File: config.mk
export PLATFORM = sky130hd
export DESIGN_NAME = gcm_phase_sequencer_flat
export DESIGN_NICKNAME = d
export VERILOG_FILES = /design/src/rtl/gcm_pkg.sv /design/src/rtl/gcm_phase_sequencer_if.sv /design/src/rtl/gcm_blk_counter.sv /design/src/rtl/gcm_phase_sequencer.sv /design/src/flat_wrapper.sv
export SDC_FILE = /design/constraint.sdc
export NUM_CORES = 1
export LEC_CHECK = 0
export CORE_UTILIZATION = 50
export DETAILED_ROUTE_END_ITERATION = 8
export GPL_ROUTABILITY_DRIVEN = 0
export PLACE_DENSITY_LB_ADDON = 0.12
export SKIP_LAST_GASP = 1
export SLEW_MARGIN = 20
export SYNTH_ARGS = -nofsm -noshare
export SYNTH_HDL_FRONTEND = slang
export SYNTH_SLANG_ARGS = --single-unit
File: constraint.sdc
create_clock -name clk -period 4.06 [get_ports clk]
set_input_delay 0.812 -clock clk [delete_from_list [all_inputs] [get_ports clk]]
set_output_delay 0.812 -clock clk [all_outputs]
set_load 0.1 [all_outputs]
File: src/rtl/gcm_pkg.sv
// Shared types and length arithmetic for the AES-GCM phase sequencer.
// Optional feature macro: GCM_SEQ_PARTIAL_BLOCK_EN (partial last-block lengths).
package gcm_pkg;

  // Phase codes travel down the pipeline; bit 2 marks ciphertext-producing blocks.
  typedef enum logic [2:0] {
    PhIdle    = 3'b000,
    PhAad     = 3'b001,
    PhPayload = 3'b101,
    PhLength  = 3'b010,
    PhDrain   = 3'b011
  } gcm_phase_e;

  localparam int unsigned GCM_BLK_BITS = 128;
  localparam int unsigned GCM_LEN_W    = 64;

  // Bit length of a section of count blocks whose last block holds last_bytes
  // bytes (0 means a full 16-byte block). An empty section has length 0.
  function automatic logic [GCM_LEN_W-1:0] gcm_len_bits(input logic [GCM_LEN_W-1:0] count,
                                                        input logic [4:0]           last_bytes);
    logic [GCM_LEN_W-1:0] bytes;
    bytes = (last_bytes == 5'd0) ? GCM_LEN_W'(16) : GCM_LEN_W'(last_bytes);
    if (count == '0) begin
      return '0;
    end
    return ((count - GCM_LEN_W'(1)) << 7) + (bytes << 3);
  endfunction

endpackage

File: src/rtl/gcm_phase_sequencer_if.sv
// Command, source handshake and pipeline-side signals of the GCM phase sequencer.
// master: host/DMA front end plus final stage; slave: the sequencer itself.
interface gcm_phase_sequencer_if #(
  parameter int unsigned MAX_BLK_W = 32
);
  logic                 i_start;
  logic [MAX_BLK_W-1:0] i_aad_blocks;
  logic [MAX_BLK_W-1:0] i_pt_blocks;
  logic [4:0]           i_aad_last_bytes;
  logic [4:0]           i_pt_last_bytes;
  logic                 i_src_valid;
  logic                 o_src_ready;
  logic                 o_blk_valid;
  logic [2:0]           o_phase;
  logic [127:0]         o_len_block;
  logic                 o_final;
  logic                 i_tag_ready;
  logic                 o_busy;
  logic                 o_done;
  logic                 o_error;

  modport master (
    output i_start, i_aad_blocks, i_pt_blocks, i_aad_last_bytes, i_pt_last_bytes,
    output i_src_valid, i_tag_ready,
    input  o_src_ready, o_blk_valid, o_phase, o_len_block, o_final, o_busy, o_done, o_error
  );

  modport slave (
    input  i_start, i_aad_blocks, i_pt_blocks, i_aad_last_bytes, i_pt_last_bytes,
    input  i_src_valid, i_tag_ready,
    output o_src_ready, o_blk_valid, o_phase, o_len_block, o_final, o_busy, o_done, o_error
  );
endinterface

File: src/rtl/gcm_blk_counter.sv
// Per-phase block down-counter: loads a block count, decrements per transfer,
// and flags the final block (count == 1).
module gcm_blk_counter #(
  parameter int unsigned Width = 32
) (
  input  logic             clk,
  input  logic             rst_n,
  input  logic             load_i,
  input  logic [Width-1:0] load_val_i,
  input  logic             dec_i,
  output logic [Width-1:0] count_o,
  output logic             is_last_o
);
  logic [Width-1:0] count_q, count_d;

  // Load wins over decrement; never wrap below zero.
  always_comb begin
    count_d = count_q;
    if (load_i) begin
      count_d = load_val_i;
    end else if (dec_i && (count_q != '0)) begin
      count_d = count_q - Width'(1);
    end
  end

  // Count register.
  always_ff @(posedge clk or negedge rst_n) begin
    if (!rst_n) begin
      count_q <= '0;
    end else begin
      count_q <= count_d;
    end
  end

  assign count_o   = count_q;
  assign is_last_o = (count_q == Width'(1));
endmodule

File: src/rtl/gcm_phase_sequencer.sv
// AES-GCM phase sequencer: gates AAD and payload blocks into the pipeline,
// injects the len(A)||len(C) block and waits for the final-stage tag.
// Optional feature macro: GCM_SEQ_PARTIAL_BLOCK_EN (byte-accurate last-block lengths).
module gcm_phase_sequencer
  import gcm_pkg::*;
#(
  parameter int unsigned MAX_BLK_W   = 32,
  parameter int unsigned TAG_TIMEOUT = 64
) (
  input logic                  clk,
  input logic                  rst_n,
  gcm_phase_sequencer_if.slave bus
);
  localparam int unsigned TimerW = (TAG_TIMEOUT > 1) ? $clog2(TAG_TIMEOUT) : 1;

  gcm_phase_e           state_q, state_d;
  logic [TimerW-1:0]    timer_q, timer_d;
  logic                 err_q, err_d;
  logic [127:0]         len_q, len_d;

  logic                 start_acc;
  logic                 src_ready;
  logic                 xfer;
  logic [MAX_BLK_W-1:0] aad_cnt, pt_cnt;
  logic                 aad_last, pt_last;
  logic [4:0]           aad_lb, pt_lb;
  logic [GCM_LEN_W-1:0] len_a, len_c;

`ifdef GCM_SEQ_PARTIAL_BLOCK_EN
  assign aad_lb = bus.i_aad_last_bytes;
  assign pt_lb  = bus.i_pt_last_bytes;
`else
  // A last-bytes code of 0 means a full block, giving whole-block lengths.
  assign aad_lb = 5'd0;
  assign pt_lb  = 5'd0;
`endif

  assign len_a = gcm_len_bits(GCM_LEN_W'(bus.i_aad_blocks), aad_lb);
  assign len_c = gcm_len_bits(GCM_LEN_W'(bus.i_pt_blocks), pt_lb);

  assign start_acc = bus.i_start && (state_q == PhIdle);
  assign src_ready = (state_q == PhAad) || (state_q == PhPayload);
  assign xfer      = bus.i_src_valid && src_ready;

  gcm_blk_counter #(.Width(MAX_BLK_W)) u_aad_cnt (
    .clk        (clk),
    .rst_n      (rst_n),
    .load_i     (start_acc),
    .load_val_i (bus.i_aad_blocks),
    .dec_i      (xfer && (state_q == PhAad)),
    .count_o    (aad_cnt),
    .is_last_o  (aad_last)
  );

  gcm_blk_counter #(.Width(MAX_BLK_W)) u_pt_cnt (
    .clk        (clk),
    .rst_n      (rst_n),
    .load_i     (start_acc),
    .load_val_i (bus.i_pt_blocks),
    .dec_i      (xfer && (state_q == PhPayload)),
    .count_o    (pt_cnt),
    .is_last_o  (pt_last)
  );

  // Next-state, timeout timer, sticky error and held length block.
  always_comb begin
    state_d = state_q;
    timer_d = timer_q;
    err_d   = err_q;
    len_d   = len_q;
    unique case (state_q)
      PhIdle: begin
        if (start_acc) begin
          err_d = 1'b0;
          len_d = {len_a, len_c};
          if (bus.i_aad_blocks != '0) begin
            state_d = PhAad;
          end else if (bus.i_pt_blocks != '0) begin
            state_d = PhPayload;
          end else begin
            state_d = PhLength;
          end
        end
      end
      PhAad: begin
        if (xfer && aad_last) begin
          state_d = (pt_cnt != '0) ? PhPayload : PhLength;
        end
      end
      PhPayload: begin
        if (xfer && pt_last) begin
          state_d = PhLength;
        end
      end
      PhLength: begin
        state_d = PhDrain;
        timer_d = '0;
      end
      PhDrain: begin
        if (bus.i_tag_ready) begin
          state_d = PhIdle;
        end else if (timer_q == TimerW'(TAG_TIMEOUT - 1)) begin
          state_d = PhIdle;
          err_d   = 1'b1;
        end else begin
          timer_d = timer_q + TimerW'(1);
        end
      end
      default: begin
        state_d = PhIdle;
      end
    endcase
  end

  // State registers; reset abandons any message in flight.
  always_ff @(posedge clk or negedge rst_n) begin
    if (!rst_n) begin
      state_q <= PhIdle;
      timer_q <= '0;
      err_q   <= 1'b0;
      len_q   <= '0;
    end else begin
      state_q <= state_d;
      timer_q <= timer_d;
      err_q   <= err_d;
      len_q   <= len_d;
    end
  end

  // Outputs: handshake and done are combinational so a stall leaves the pipe idle.
  always_comb begin
    bus.o_src_ready = src_ready;
    bus.o_blk_valid = xfer || (state_q == PhLength);
    bus.o_phase     = state_q;
    bus.o_final     = (state_q == PhLength);
    bus.o_busy      = (state_q != PhIdle);
    bus.o_done      = (state_q == PhDrain) && bus.i_tag_ready;
    bus.o_error     = err_q;
    bus.o_len_block = len_q;
  end

endmodule

File: src/flat_wrapper.sv
// flat-port wrapper written by rule: the top's interface ports become plain ports
module gcm_phase_sequencer_flat import gcm_pkg::*;
#(
  parameter int unsigned MAX_BLK_W   = 32,
  parameter int unsigned TAG_TIMEOUT = 64
)
  (clk, rst_n, bus_i_start, bus_i_aad_blocks, bus_i_pt_blocks, bus_i_aad_last_bytes, bus_i_pt_last_bytes, bus_i_src_valid, bus_i_tag_ready, bus_o_src_ready, bus_o_blk_valid, bus_o_phase, bus_o_len_block, bus_o_final, bus_o_busy, bus_o_done, bus_o_error);
  gcm_phase_sequencer_if #(.MAX_BLK_W(MAX_BLK_W)) bus_i ();
  input logic clk;
  input logic rst_n;
  input wire logic [$bits(bus_i.i_start)-1:0] bus_i_start;
  input wire logic [$bits(bus_i.i_aad_blocks)-1:0] bus_i_aad_blocks;
  input wire logic [$bits(bus_i.i_pt_blocks)-1:0] bus_i_pt_blocks;
  input wire logic [$bits(bus_i.i_aad_last_bytes)-1:0] bus_i_aad_last_bytes;
  input wire logic [$bits(bus_i.i_pt_last_bytes)-1:0] bus_i_pt_last_bytes;
  input wire logic [$bits(bus_i.i_src_valid)-1:0] bus_i_src_valid;
  input wire logic [$bits(bus_i.i_tag_ready)-1:0] bus_i_tag_ready;
  output wire logic [$bits(bus_i.o_src_ready)-1:0] bus_o_src_ready;
  output wire logic [$bits(bus_i.o_blk_valid)-1:0] bus_o_blk_valid;
  output wire logic [$bits(bus_i.o_phase)-1:0] bus_o_phase;
  output wire logic [$bits(bus_i.o_len_block)-1:0] bus_o_len_block;
  output wire logic [$bits(bus_i.o_final)-1:0] bus_o_final;
  output wire logic [$bits(bus_i.o_busy)-1:0] bus_o_busy;
  output wire logic [$bits(bus_i.o_done)-1:0] bus_o_done;
  output wire logic [$bits(bus_i.o_error)-1:0] bus_o_error;
  assign bus_i.i_start = bus_i_start;
  assign bus_i.i_aad_blocks = bus_i_aad_blocks;
  assign bus_i.i_pt_blocks = bus_i_pt_blocks;
  assign bus_i.i_aad_last_bytes = bus_i_aad_last_bytes;
  assign bus_i.i_pt_last_bytes = bus_i_pt_last_bytes;
  assign bus_i.i_src_valid = bus_i_src_valid;
  assign bus_i.i_tag_ready = bus_i_tag_ready;
  assign bus_o_src_ready = bus_i.o_src_ready;
  assign bus_o_blk_valid = bus_i.o_blk_valid;
  assign bus_o_phase = bus_i.o_phase;
  assign bus_o_len_block = bus_i.o_len_block;
  assign bus_o_final = bus_i.o_final;
  assign bus_o_busy = bus_i.o_busy;
  assign bus_o_done = bus_i.o_done;
  assign bus_o_error = bus_i.o_error;
  gcm_phase_sequencer #(.MAX_BLK_W(MAX_BLK_W), .TAG_TIMEOUT(TAG_TIMEOUT)) u_core (.clk(clk), .rst_n(rst_n), .bus(bus_i));
endmodule
==> results of run 1 <==
[registers in the layout, indices dropped and copies added, names as in the netlist]
signal / count
u_core.bus.o_error: 1
u_core.bus.o_len_block: 114
u_core.bus.o_phase: 3
u_core.timer_q: 6
u_core.u_aad_cnt.count_o: 32
u_core.u_pt_cnt.count_o: 32
[cells by family after synthesis]
group / after synthesis
flops: 188
buf+inv: 128
xor+xnor: 117
compound gates: 276
other cells: 1
fa+ha+maj: 9
mux: 13
simple gates: 655
[report_power, final]
group	switching (µW)	internal (µW)	leakage, µW
Sequential	507	2500	0.00242
Clock	930	870	0.000309
Combinational	3940	1460	0.00390
Total	5380	4830	0.00663
[cell usage in the layout (no fill, tap or decap), types with 6 or more instances in the layout]
master	synthesis	final
or4_1	19	19
nor3_1	59	59
inv_1	26	26
a21oi_1	30	30
and3_1	14	14
clkbuf_16	0	17
o211ai_1	21	21
nor4_1	35	34
a221o_1	6	6
nand3_1	49	49
o21ai_0	80	80
nand4_1	12	12
clkdlybuf4s50_1	0	185
conb_1	1	14
o31ai_1	22	22
a31oi_1	12	12
clkinv_8	0	6
ha_1	9	9
o311ai_0	8	8
nand2b_1	13	13
dfrtp_1	188	188
xor2_1	31	31
and2_1	12	11
a22o_1	22	22
xnor2_1	86	86
or2_2	8	8
buf_4	14	181
o41ai_1	7	7
nand2_1	260	259
or3_1	32	32
a32o_1	10	10
mux2i_1	12	12
nor2b_1	7	7
nor2_1	95	95
[path summary, 6_finish.rpt]
check                                                   startpoint                                       to  slack, ns  cells past startpoint
min in group clk           u_core.bus.o_len_block[123]$_DFFE_PN0P_  u_core.bus.o_len_block[123]$_DFFE_PN0P_       0.48                      2
max                                            bus_i_aad_blocks[6]  u_core.bus.o_len_block[100]$_DFFE_PN0P_       0.13                     11
min reg2reg                u_core.bus.o_len_block[123]$_DFFE_PN0P_  u_core.bus.o_len_block[123]$_DFFE_PN0P_       0.48                      2
max in group asynchronous                                    rst_n  u_core.u_pt_cnt.count_o[28]$_DFFE_PN0P_       2.80                      2
min                                                          rst_n   u_core.bus.o_len_block[88]$_DFFE_PN0P_       0.40                      1
max reg2reg                 u_core.u_pt_cnt.count_o[9]$_DFFE_PN0P_  u_core.u_pt_cnt.count_o[25]$_DFFE_PN0P_       0.67                      7
[cell usage after synthesis, drive strengths merged, types with 5 or more instances]
master / number / area [µm²]
nand2: 260 / 975.9
dfrtp: 188 / 4705
nor2: 95 / 356.6
xnor2: 86 / 753.2
o21ai: 81 / 405.4
clkbuf: 72 / 270.3
nor3: 60 / 305.3
nand3: 49 / 245.2
nor4: 39 / 277.8
or3: 33 / 207.7
a21oi: 31 / 158.9
xor2: 31 / 271.5
buf: 30 / 200.2
inv: 26 / 97.59
a22o: 22 / 192.7
o31ai: 22 / 165.2
o211ai: 21 / 157.7
or4: 21 / 165.2
and3: 15 / 95.09
and2: 14 / 88.84
nand2b: 13 / 81.33
a31oi: 12 / 75.07
mux2i: 12 / 120.1
nand4: 12 / 75.07
a32o: 10 / 100.1
or2: 10 / 62.57
ha: 9 / 112.6
o311ai: 8 / 70.07
nor2b: 7 / 43.79
o41ai: 7 / 61.31
a2111oi: 6 / 77.58
a221o: 6 / 60.06
a211oi: 5 / 37.54
a21o: 5 / 37.54
nand3b: 5 / 37.54
nor3b: 5 / 47.54
o21a: 5 / 37.54
[area by class of cell]
cell class | count | area [µm²] | area share, %
Clock inverter | 15 | 220.2 | 1.404
Sequential cell | 188 | 4705 | 30.00
Inverter | 26 | 97.59 | 0.6224
Multi-Input combinational cell | 1084 | 6515 | 41.55
Timing Repair Buffer | 372 | 3324 | 21.20
Tap cell | 313 | 391.6 | 2.497
Antenna cell | 1 | 2.502 | 0.01596
Clock buffer | 17 | 425.4 | 2.713
[metal layers]
metal	track usage, %	vias to the layer above
met4	8.675	2
met1	46.35	5553
met5	0	-
li1	-	5536
met3	5.042	63
met2	43.80	574
[metrics by stage]
| step | utilization, % | std cells | setup slack, ns | TNS, ns |
|---|---|---|---|---|
| final | 68.84 | 2016 | 0.1325 | 0 |
| after global routing | 68.84 | 2016 | 0.01538 | 0 |
| after CTS | 68.83 | 2015 | 0.1884 | 0 |
| after detailed placement | 66.00 | 1983 | -0.2521 | -6.947 |
| after global placement | 66.00 | 1983 | -0.2019 | -3.637 |
| after floorplan | - | 1400 | -0.03338 | -0.03338 |
==> out/metrics.csv, run 1 <==
metric;value;unit
skew;0.01355;ns
synth_top_family_by_area;simple AND/OR/NAND/NOR gates;
setup_viol;0;
drive_gt1_share;15.10;%
p_leak;0.006629;µW
clk_latency;0.45;ns
required;4.40;ns
final_max_slew_viol_count;0;
yosysUniqueCellTypes;85;
relSlewSlack;28.78;%
crit_type;in2reg;
synth-seq-cells;188;
critPathArrivalTime;4.27;ns
post_synth_fa_ha_maj_area_fraction;0.9615;%
grt_pass1_vias;10410;
syn-instance-count;1387;
vias_per_cell;5.817;
place.port_buffers;191;
design_area;15680;µm²
gr-total-overflow;0;
boundaryPins;216;
clock_path_buffers;2;
dr_wl_met3;3.278;mm
hold_buffers;0;
synth_warnings;0;
synth-async-reset-ratio;100.0;%
critPathTopFamily;simple AND/OR/NAND/NOR gates;
start_kind;input pin;
clk_pin_slew;0.08;ns
area_delta_synth_final;33.90;%
nets;1777;
die_area;24040;µm²
synthMuxAreaShare;1.122;%
slowest_delay;0.63;ns
top_layer_used;met5;
power.total;10200;µW
period_share;96.74;%
synthXorXnorAreaFrac;8.750;%
nFillCells;1842;
cts_buffers;17;
core;22780;µm²
avgSynthCellArea;8.444;µm²
fmax;254.6;MHz
synth-compound-area-share;16.62;%
dpl_cell_area;15030;µm²
wl_per_cell;17.77;µm
hold_viol_final;0;
drc;0;
fp.dieH;155.0;µm
cts_resized;0;
path_max_fanout;6;
synth_area;11710;µm²
start_util;51.41;%
ir_worst_vdd;452.2;µV
synth_edf_count;0;
first_iter_violations;1230;
cts_setup_buffers;0;
clock-sinks;188;
cap_viol_max_count;0;
grt_max_degree;91;
cts_root_buf;clkbuf_16;
antenna_found_initial;3;
hpwl;27.00;mm
rsz0062_at_grt;false;
crit_path_frequent_cell;buf_4;
vias;11730;
p_per_area;650.7;nW/µm²
end_kind;flop;
holdWs;0.4007;ns
firstDrtPassIters;6;
grt_use_total;30.34;%
wl_met2;15.14;mm
cts_tree;built;
status;finished, final reports clean;
grt_pass1_wl;57.23;mm
tightest_slew;1.065;ns
yosysSeqAreaShare;40.17;%
rows;55;
dominantRegCellSynth;dfrtp_1;
cp_slowest_cell;or4_1;
worst-path-buf-inv;3;
wl_met1;16.64;mm
die_w;155.0;µm
synth-simple-area-share;27.49;%
ant_nets;0;
htreeDepth;4;
critical_path.cell_chain;clkdlybuf4s50_1, buf_4, nor4_2, nand4_1, a2111oi_2, o2bb2ai_2, or4_1, buf_4, nor4_1, xnor2_1, a22o_1;
hold_path_class;in2async;
drt_wl_total;35.82;mm
period_minus_slack;3.928;ns
Power figures use the tool's default switching activity.
==> run 2: changes to the inputs <==
CTS_CLUSTER_SIZE = 28   (was not set)
==> results of run 2 <==
Same layout as run 1: the final DEF is identical, and so are final timing and power.
